--- src/rtl/sha256_msg_scheduler.sv ---
// SHA-256 message scheduler: pads a 32-bit word stream to FIPS 180-4 and issues 512-bit blocks.
// Optional block counter is built when SHA256_SCHED_STATS_EN is defined.
module sha256_msg_scheduler #(
   parameter int LEN_W = 64
) (
   input  logic         clk,
   input  logic         rst,
   input  logic [31:0]  s_data,
   input  logic         s_valid,
   output logic         s_ready,
   input  logic         s_last,
   input  logic [2:0]   s_bytes,
   output logic [511:0] blk_data,
   output logic         blk_valid,
   input  logic         blk_ready,
   output logic         blk_first,
   output logic         blk_last,
   output logic         busy,
   output logic         msg_done,
   output logic [15:0]  blk_count
);

   typedef enum logic [1:0] {FILL, PAD, LEN, ISSUE} state_t;

   state_t             state_q, state_d;
   logic [3:0]         idx_q, idx_d;
   logic [15:0][31:0]  buf_q, buf_d;
   logic [LEN_W-1:0]   len_q, len_d;
   logic               first_q, first_d;
   logic               last_q, last_d;
   logic               pad_pend_q, pad_pend_d;
   logic               len_pend_q, len_pend_d;
   logic               done_q, done_d;
   logic [63:0]        len64_s;

   // Keep the valid leading bytes of the final word and append the 0x80 marker.
   function automatic logic [31:0] pad_word(input logic [31:0] w, input logic [2:0] nb);
      logic [31:0] r;
      case (nb)
         3'd0:    r = 32'h8000_0000;
         3'd1:    r = {w[31:24], 24'h80_0000};
         3'd2:    r = {w[31:16], 16'h8000};
         3'd3:    r = {w[31:8], 8'h80};
         default: r = w;
      endcase
      return r;
   endfunction

   // Zero-extend the running bit length to the 64-bit trailer field.
   always_comb begin
      len64_s = 64'd0;
      len64_s[LEN_W-1:0] = len_q;
   end

   // Next-state logic; buf word idx lives at buf[15-idx] so w0 lands in [511:480].
   always_comb begin
      state_d    = state_q;
      idx_d      = idx_q;
      buf_d      = buf_q;
      len_d      = len_q;
      first_d    = first_q;
      last_d     = last_q;
      pad_pend_d = pad_pend_q;
      len_pend_d = len_pend_q;
      done_d     = 1'b0;
      case (state_q)
         FILL: begin
            if (s_valid) begin
               idx_d = idx_q + 4'd1;
               if (s_last) begin
                  buf_d[4'd15 - idx_q] = pad_word(s_data, s_bytes);
                  len_d = len_q + LEN_W'({s_bytes, 3'b000});
                  if (s_bytes >= 3'd4) begin
                     // A full final word at idx 15 leaves no room: pad goes in the next block.
                     if (idx_q == 4'd15) begin
                        state_d    = ISSUE;
                        pad_pend_d = 1'b1;
                     end else begin
                        state_d = PAD;
                     end
                  end else if (idx_q <= 4'd13) begin
                     state_d = LEN;
                  end else begin
                     state_d    = ISSUE;
                     len_pend_d = 1'b1;
                  end
               end else begin
                  buf_d[4'd15 - idx_q] = s_data;
                  len_d = len_q + LEN_W'(32);
                  if (idx_q == 4'd15) begin
                     state_d = ISSUE;
                  end else begin
                     state_d = FILL;
                  end
               end
            end else begin
               state_d = FILL;
            end
         end
         PAD: begin
            buf_d[4'd15 - idx_q] = 32'h8000_0000;
            idx_d = idx_q + 4'd1;
            if (idx_q <= 4'd13) begin
               state_d = LEN;
            end else begin
               state_d    = ISSUE;
               len_pend_d = 1'b1;
            end
         end
         LEN: begin
            buf_d[1] = len64_s[63:32];
            buf_d[0] = len64_s[31:0];
            last_d   = 1'b1;
            state_d  = ISSUE;
         end
         ISSUE: begin
            if (blk_ready) begin
               buf_d   = '0;
               idx_d   = 4'd0;
               first_d = 1'b0;
               if (last_q) begin
                  done_d  = 1'b1;
                  len_d   = '0;
                  first_d = 1'b1;
                  last_d  = 1'b0;
                  state_d = FILL;
               end else if (pad_pend_q) begin
                  pad_pend_d = 1'b0;
                  state_d    = PAD;
               end else if (len_pend_q) begin
                  len_pend_d = 1'b0;
                  state_d    = LEN;
               end else begin
                  state_d = FILL;
               end
            end else begin
               state_d = ISSUE;
            end
         end
         default: state_d = FILL;
      endcase
   end

   // State register.
   always_ff @(posedge clk or posedge rst) begin
      if (rst) begin
         state_q    <= FILL;
         idx_q      <= 4'd0;
         buf_q      <= '0;
         len_q      <= '0;
         first_q    <= 1'b1;
         last_q     <= 1'b0;
         pad_pend_q <= 1'b0;
         len_pend_q <= 1'b0;
         done_q     <= 1'b0;
      end else begin
         state_q    <= state_d;
         idx_q      <= idx_d;
         buf_q      <= buf_d;
         len_q      <= len_d;
         first_q    <= first_d;
         last_q     <= last_d;
         pad_pend_q <= pad_pend_d;
         len_pend_q <= len_pend_d;
         done_q     <= done_d;
      end
   end

   assign s_ready   = (state_q == FILL);
   assign blk_valid = (state_q == ISSUE);
   assign blk_first = (state_q == ISSUE) && first_q;
   assign blk_last  = (state_q == ISSUE) && last_q;
   assign blk_data  = buf_q;
   assign busy      = !((state_q == FILL) && (idx_q == 4'd0));
   assign msg_done  = done_q;

`ifdef SHA256_SCHED_STATS_EN
   logic [15:0] cnt_q;

   // Completed block handshakes, wrapping.
   always_ff @(posedge clk or posedge rst) begin
      if (rst) begin
         cnt_q <= 16'd0;
      end else if (blk_valid && blk_ready) begin
         cnt_q <= cnt_q + 16'd1;
      end else begin
         cnt_q <= cnt_q;
      end
   end

   assign blk_count = cnt_q;
`else
   assign blk_count = 16'd0;
`endif

endmodule

--- config.mk ---
export PLATFORM = sky130hd
export DESIGN_NAME = sha256_msg_scheduler
export DESIGN_NICKNAME = d
export VERILOG_FILES = /design/src/rtl/sha256_msg_scheduler.sv
export SDC_FILE = /design/constraint.sdc
export NUM_CORES = 1
export LEC_CHECK = 0
export BUFFER_PORTS_ARGS = -buffer_cell sky130_fd_sc_hd__buf_2
export CAP_MARGIN = 20
export CELL_PAD_IN_SITES_DETAIL_PLACEMENT = 0
export CELL_PAD_IN_SITES_GLOBAL_PLACEMENT = 1
export CORE_MARGIN = 2
export CORE_UTILIZATION = 40
export CTS_BUF_LIST = sky130_fd_sc_hd__clkbuf_8
export DETAILED_ROUTE_END_ITERATION = 8
export PLACE_DENSITY_LB_ADDON = 0.3
export SETUP_SLACK_MARGIN = 0.02
export SLEW_MARGIN = 15
export SYNTH_ARGS = -nofsm -noshare
export SYNTH_HDL_FRONTEND = slang
export SYNTH_SLANG_ARGS = --single-unit
--- constraint.sdc ---
create_clock -name clk -period 31 [get_ports clk]
set_input_delay 3.1 -clock clk [delete_from_list [all_inputs] [get_ports clk]]
set_output_delay 3.1 -clock clk [all_outputs]
set_load 0.01 [all_outputs]
* Word-level counts from Yosys, hierarchy flattened *
Cells that the tools add are included.

storage, ports and cells
  input port bits = 40
  bits in registers = 587
  output and inout port bits = 534

operators by class
  mux-type cells = 52
  bitwise operators = 3
  reductions and logical operators = 18
  equal/unequal tests = 16
  add/sub/neg operators = 4
  magnitude comparators = 4

operators with widths
  kind                                                              number
  512-bit two-way mux                                               3
  448-bit one-hot mux with 3 select lines                           1
  512-bit bitwise mux                                               2
  496-bit bitwise AND                                               1
  496-bit NOT                                                       1
  64-bit two-way mux                                                4
  64-bit one-hot mux with 4 select lines                            1
  32-bit demux with 4-bit select                                    1
  32-bit two-way mux                                                4
  32-bit one-hot mux with 4 select lines                            1
  64-bit one-hot mux with 2 select lines                            1
  64-bit by 6-bit adder with 64-bit output                          1
  64-bit by 6-bit adder with 64-bit output (second input constant)  1
  1-bit two-way mux                                                 18
  2-bit two-way mux                                                 9
  16-bit OR                                                         1
  7-bit AND reduction                                               2
  4-bit one-hot mux with 3 select lines                             1
  2-bit by 1-bit != test with 1-bit output (second input constant)  5
  4-bit two-way mux                                                 2
  2-bit != test (second input constant)                             4
  2-bit one-hot mux with 4 select lines                             1
  3-bit by 2-bit == test with 1-bit output (second input constant)  2
  2-bit AND reduction                                               3
  21 further kinds                                                  27

* Logic depth before layout (Yosys ltp) *
Gate-level depths: netlist of run 1.

  depth after elaboration = 9
  gate-level depth with buffers = 9
  depth with buffers taken out = 7

* Worst setup path before layout of run 1 *
Ideal clock, no wire load.

  path type = input to register
  start point = in s_valid
  end point = reg len_q[34] (netlist: len64_s[34])
  arrival time = 5.156 ns
  slack = 25.766 ns
  data required time = 30.922 ns
  cell stages on the path = 7
  setup time = 0.078 ns
  cell sequence = or3b_1 -> buf_2 -> a211o_1 -> or4_4 -> buf_6 -> or4_1 -> a21oi_1

between the ends
  cells in the longest elaborated chain, start to end = 2

RTL lines
  element                        RTL line  RTL
  start, declared                9         input logic s_valid,
  2-bit != test (no line)        --
  4-bit AND reduction (no line)  --
  end signal, assigned           160       len_q <= len_d;
  end, declared                  28        logic [LEN_W-1:0] len_q, len_d;

No other way between the ends.
A chain may end at the register's enable or synchronous reset.

* Final worst setup path of run 1 *
  start point = reg state_q[1]
  end point = out blk_valid

between the ends
  cells in the longest elaborated chain, start to end = 1

RTL lines
  element                 RTL line  RTL
  start, declared         25        state_t state_q, state_d;
  start signal, assigned  157       state_q <= state_d;
  2-bit == test           170       assign blk_valid = (state_q == ISSUE);
  end, declared           14        output logic blk_valid,

No other way between the ends.

==> results of run 1 <==
[power by group through the flow]
| stage | logic [µW] | registers (µW) | clock network (µW) |
|---|---|---|---|
| after floorplan | 357 | 953 | 0 |
| after global placement | 734 | 926 | 0 |
| after detailed placement | 742 | 927 | 0 |
| after CTS | 744 | 917 | 727 |
| after global routing | 802 | 929 | 766 |
| final | 756 | 919 | 715 |
[per-stage QoR]
step / setup slack (ns) / power (µW) / std cells / cell area, µm²
floorplan: 11.56 / 1310 / 2081 / 23400
global placement: 24.71 / 1660 / 3241 / 26800
detailed placement: 24.64 / 1670 / 3242 / 26800
CTS: 24.99 / 2390 / 3422 / 28900
global route: 24.90 / 2500 / 3427 / 29000
finish: 25.00 / 2390 / 3429 / 29000
[registers in the layout, indices dropped and copies added, names as in the netlist]
| register | cells |
|---|---|
| pad_pend_q | 1 |
| idx_q | 4 |
| len64_s | 61 |
| last_q | 1 |
| state_q | 2 |
| len_pend_q | 1 |
| first_q | 1 |
| blk_data | 512 |
| msg_done | 1 |
[layer usage]
layer	track usage, %	routed length, µm	vias up
met2	46.4	42700	997
met3	8.44	8730	170
met5	0	25	-
met4	13.1	3730	4
li1	-	-	8530
met1	39.9	37500	10200
[kinds of logic after synthesis]
kind of cell	Yosys count	synth area share (%)
other	1	0.0160
multiplexers	8	0.348
AND/OR/NAND/NOR	518	10.5
adder cells (fa/ha/maj)	9	0.514
XOR/XNOR	26	0.974
flip-flops	584	62.5
buffers and inverters	219	3.83
AO/OA/AOI/OAI	701	21.3
[worst reg2reg max path, delay by kind of cell (launching register included)]
kind / cells / cell delay (ns)
and+or+nand+nor: 3 / 2.38
AOI/OAI and AO/OA: 2 / 0.86
DFF: 1 / 0.81
[cell type report]
| type | instances | area share, % |
|---|---|---|
| flip-flops and latches | 584 | 50.4 |
| clock buffers | 124 | 5.88 |
| inverters | 20 | 0.285 |
| diodes | 3 | 0.0259 |
| multi-input cells | 1278 | 27.9 |
| clock inverters | 56 | 1.22 |
| repair buffers | 599 | 11.0 |
| well taps | 765 | 3.30 |
[worst max path at each step]
stage / startpoint / endpoint / depth (start not counted)
floorplan: rst / blk_data[0] / 1
global placement: blk_ready / len64_s[53] / 6
detailed placement: blk_ready / len64_s[54] / 6
CTS: state_q[1] / blk_valid / 4
global route: state_q[1] / blk_valid / 4
finish: state_q[1] / blk_valid / 4
[cells in the final DEF (no fill, tap or decap), types with 4 or more instances in the layout]
cell and instances:
a21o_1 5, a21oi_1 40, a22o_1 314, a22oi_1 59
a2bb2oi_1 10, and2_1 27, and3_1 15, and4_1 11
buf_16 4, buf_2 557, buf_4 37, clkbuf_8 124
clkinv_2 13, conb_1 16, dfrtp_1 583, ha_1 8
inv_1 52, inv_8 4, mux2i_1 7, nand2_1 233
nand2b_1 4, nand3_1 60, nand4_1 17, nor2_1 65
nor2_4 7, nor2b_1 6, nor3_1 12, nor3b_1 4
nor4_1 7, o21ai_0 218, o21ai_1 12, o21ai_2 4
o21ai_4 5, o31ai_1 11, or3_1 17, or4_1 18
xnor2_1 21, xor2_1 5
==> results.py, run 1 <==
metrics = {
    "routing": {
        "drtIter0Drc": 1852,
        "dr.pass1.iters": 6,
        "viasPerCell": 5.79,
        "vias": 19900,
        "drc_errors": 0,
        "ant_nets": 0,
        "wire_per_inst_um": 27.0,
        "wl_mm": 92.6,
    },
    "yosys": {
        "yosys-top-cells-area": "dfrtp_1, a22o_1, o21ai_0",
        "ys_seq_elements": 584,
        "yosys.area.top_type": "dfrtp_1",
        "syn_inst": 2066,
        "yosys_warnings": 0,
        "synth-edff-count": 0,
        "synthArstFlopShare_pct": 100,
        "synth_area_mm2": 0.0234,
        "synth_most_common_cell": "dfrtp_1",
        "synthDistinctLibCells": 56,
        "seq_area_frac_synth_pct": 62.5,
        "synth_common_cells": "dfrtp_1, a22o_1, nand2_1",
        "synth_top_area_share_pct": 62.4,
        "ys.flop_type": "dfrtp_1",
        "syn_area_per_cell_um2": 11.3,
    },
    "place": {
        "dp_hpwl_mm": 61.7,
        "gp_congestion": 0.936,
        "io_buffers": 557,
    },
    "finish": {
        "syn_to_final_growth_pct": 24.1,
        "finalNetCount": 2631,
        "drive_above_1_share_pct": 29.3,
        "nFillCells": 5283,
        "multi_input_comb_area_mm2": 0.00810,
        "final_util_pct": 50.3,
        "regArea_mm2": 0.0146,
    },
    "clocking": {
        "cts_hold_buf": 0,
        "ctsLongestPathBuffers": 3,
        "post_cts_buffers": 0,
        "clkSlewWorstSetupHoldPaths_ns": 0.06,
        "h-tree-depth": 3,
        "cts_made_buffers": 99,
        "cts_tree": "yes",
        "clk_latency_ns": 0.70,
        "cts_sinks": 584,
        "root_buffer": "clkbuf_8",
        "cts_resized": 0,
    },
    "power_and_ir_drop": {
        "p_switching_uw": 956,
        "vdd_ir_drop_max_mv": 0.0536,
        "pwr-share-seq_pct": 38.5,
        "p_leak_uw": 0.0151,
        "p_comb_share_pct": 31.6,
        "pwr-share-clk_pct": 29.9,
        "switching_share_pct": 40.0,
        "internal_power_uw": 1430,
        "powerDensity_mw_per_mm2": 82.4,
    },
    "worst_hold_path": {
        "hold_path.startpoint": "first_q",
        "holdPathEnd": "first_q",
        "min_path_cells": 2,
        "hold_path.class": "reg -> reg",
    },
    "floorplanning": {
        "core_area_mm2": 0.0577,
        "io_pins": 574,
        "die_area_mm2": 0.0604,
        "fp-row-count": 88,
        "die_h_um": 246,
        "die_x_um": 246,
        "start_util_pct": 40.5,
    },
    "worst_setup_path": {
        "crit_path_top_delay_cell": "dfrtp_1",
        "crit_chain": "buf_4 -> nand2_1 -> inv_1 -> buf_2",
        "crit_required_ns": 27.90,
        "r2r-end": "len64_s[54]",
        "cp.arrival_ns": 2.90,
        "cp_num_buf_inv": 3,
        "cp_top_family": "buffers and inverters",
        "timing.rr.start": "state_q[0]",
        "critical_path_class": "reg -> out",
        "regToRegSetupSlack_ns": 26.90,
        "r2r_cells": 5,
        "endpoint_kind": "primary output",
        "path_max_fanout": 27,
        "start_kind": "flip-flop",
        "slowest_delay_ns": 0.62,
    },
    "global_route": {
        "grt_pass1_wl_mm": 134,
        "antenna_found_initial": 3,
        "first_global_vias": 19500,
        "grt_usage_pct": 30.2,
        "grt_max_degree": 100,
        "gr-total-overflow": 0,
    },
    "sta": {
        "slew_headroom_pct": 18.4,
        "min_period_ns": 6.00,
        "fin_hold_ws_ns": 0.455,
        "report.final.slew_viol_count": 0,
        "setup_viol": 0,
        "tns_ns": 0,
        "worstMarginPinSlew_ns": 1.22,
        "hold_viol_final": 0,
        "skew_ns": 0.0388,
        "period_share_pct": 19.3,
        "rsz0062_at_grt": "false",
        "fmax_ghz": 0.167,
    },
    "job": {
        "drv_cap": 0,
    },
    "run_status": {
        "status": "complete, no violations",
    },
}
Note: power is estimated with default switching activity, not from simulation.
==> inputs of run 2 (changes only) <==
- clock period: 31 -> 5.8 ns (I/O delays scaled with it)
==> results.py, run 2 (synthesized netlist as in run 1, its figures left out) <==
metrics = {
    "finish": {
        "largest_reg_flops": 512,
        "syn_to_final_growth_pct": 24.4,
        "fin_cells": 3423,
        "finalNetCount": 2628,
        "drive_above_1_share_pct": 29.2,
        "multi_input_comb_area_mm2": 0.00811,
        "final_cell_mix": "dfrtp_1, buf_2, a22o_1",
        "layout_commonest_cell": "dfrtp_1",
        "nFillCells": 5324,
        "regArea_mm2": 0.0146,
    },
    "place": {
        "place_inst": 3242,
        "gp_congestion": 0.893,
        "pre_cts_ws_ns": 1.57,
        "dp_hpwl_mm": 61.8,
        "io_buffers": 557,
    },
    "clocking": {
        "post_cts_buffers": 0,
        "ctsLongestPathBuffers": 3,
        "cts_sinks": 584,
        "h-tree-depth": 3,
        "clk_latency_ns": 0.70,
        "cts_made_buffers": 97,
        "cts_resized": 0,
        "cts_tree": "yes",
        "root_buffer": "clkbuf_8",
        "clkSlewWorstSetupHoldPaths_ns": 0.06,
        "cts_hold_buf": 1,
    },
    "worst_hold_path": {
        "min_path_cells": 3,
        "holdPathEnd": "blk_data[139]",
        "hold_path.startpoint": "s_data[11]",
        "hold_path.class": "in -> reg",
    },
    "global_route": {
        "antenna_found_initial": 6,
        "gr-total-overflow": 0,
        "grt_max_degree": 178,
        "grt_pass1_wl_mm": 134,
        "grt_usage_pct": 30.0,
        "first_global_vias": 19600,
    },
    "sta": {
        "min_period_ns": 4.27,
        "fmax_ghz": 0.234,
        "worstMarginPinSlew_ns": 1.20,
        "setup_viol": 0,
        "hold_viol_final": 0,
        "report.final.slew_viol_count": 0,
        "slew_headroom_pct": 19.9,
        "setup_slack_ns": 1.53,
        "skew_ns": 0.0294,
        "fin_hold_ws_ns": 0.221,
        "period_share_pct": 73.6,
        "rsz0062_at_grt": "false",
    },
    "worst_setup_path": {
        "regToRegSetupSlack_ns": 1.53,
        "r2r_cells": 5,
        "r2r-end": "len64_s[54]",
        "start_kind": "flip-flop",
        "endpoint_kind": "flip-flop",
        "timing.rr.start": "state_q[1]",
        "path_max_fanout": 22,
        "cp.arrival_ns": 4.86,
        "critical_path_class": "reg -> reg",
        "crit_required_ns": 6.39,
    },
    "floorplanning": {
        "start_util_pct": 40.5,
        "die_area_mm2": 0.0604,
        "core_area_mm2": 0.0577,
        "die_x_um": 246,
        "fp-row-count": 88,
        "io_pins": 574,
        "die_h_um": 246,
    },
    "routing": {
        "wl_mm": 92.0,
        "dr.pass1.iters": 7,
        "wire_per_inst_um": 26.9,
        "ant_nets": 0,
        "drtIter0Drc": 1563,
        "viasPerCell": 5.78,
        "vias": 19800,
        "drc_errors": 0,
    },
    "run_status": {
        "status": "complete, no violations",
    },
    "power_and_ir_drop": {
        "powerDensity_mw_per_mm2": 441,
        "p_leak_uw": 0.0151,
        "vdd_ir_drop_max_mv": 0.212,
        "power_uw": 12800,
    },
    "job": {
        "drv_cap": 0,
    },
}
[run 2: changes by cell type in the layout (fill, tap and decap cells not counted), moves of 2 or more]
cell,previous run,this run
buf_12,0,3
buf_4,37,32
clkbuf_8,124,126
clkinv_2,13,7
inv_1,52,49
inv_8,4,1
[run 2: worst max path at each step]
stage / start / endpoint / slack (ns) / cells past startpoint
after floorplan: rst / blk_data[0] / -2.74 / 1
after global placement: state_q[1] / len64_s[54] / 1.72 / 5
after detailed placement: state_q[1] / len64_s[54] / 1.57 / 5
after CTS: state_q[1] / len64_s[54] / 1.54 / 5
after global routing: state_q[1] / len64_s[54] / 1.33 / 5
final: state_q[1] / len64_s[54] / 1.53 / 5
[run 2: critical path, cell delays in order (launching register included)]
cell	delay [ns]
dfrtp_1	0.96
nand4_1	0.86
a2111o_1	0.70
or4_1	0.90
or4_1	0.59
a21oi_1	0.16
[run 2: cell type report]
type	count	share of cell area (%)
clock buffers	126	5.97
inverters	20	0.271
well taps	765	3.29
clock inverters	48	1.18
flip-flops and latches	584	50.3
diodes	4	0.0344
repair buffers	598	11.1
multi-input cells	1278	27.9
[run 2: power by group]
part | total, µW | switching (µW) | internal (µW)
registers | 4930 | 374 | 4560
clock network | 3890 | 1760 | 2130
logic | 3990 | 2950 | 1040
total | 12800 | 5080 | 7720
[run 2: per-stage QoR]
step / cell area [µm²] / util [%] / TNS, ns
global route: 29100 / 50.4 / 0
detailed placement: 26900 / 46.7 / 0
global placement: 26800 / 46.5 / 0
finish: 29100 / 50.4 / 0
floorplan: 23400 / - / -1597.11
CTS: 29000 / 50.3 / 0
[run 2: routing by layer]
layer	vias to the layer above	routed length [µm]	track usage (%)
met5	-	40	0
met2	940	42000	45.7
li1	8505	-	-
met1	10200	38000	40.2
met3	168	8470	8.52
met4	6	3420	12.9
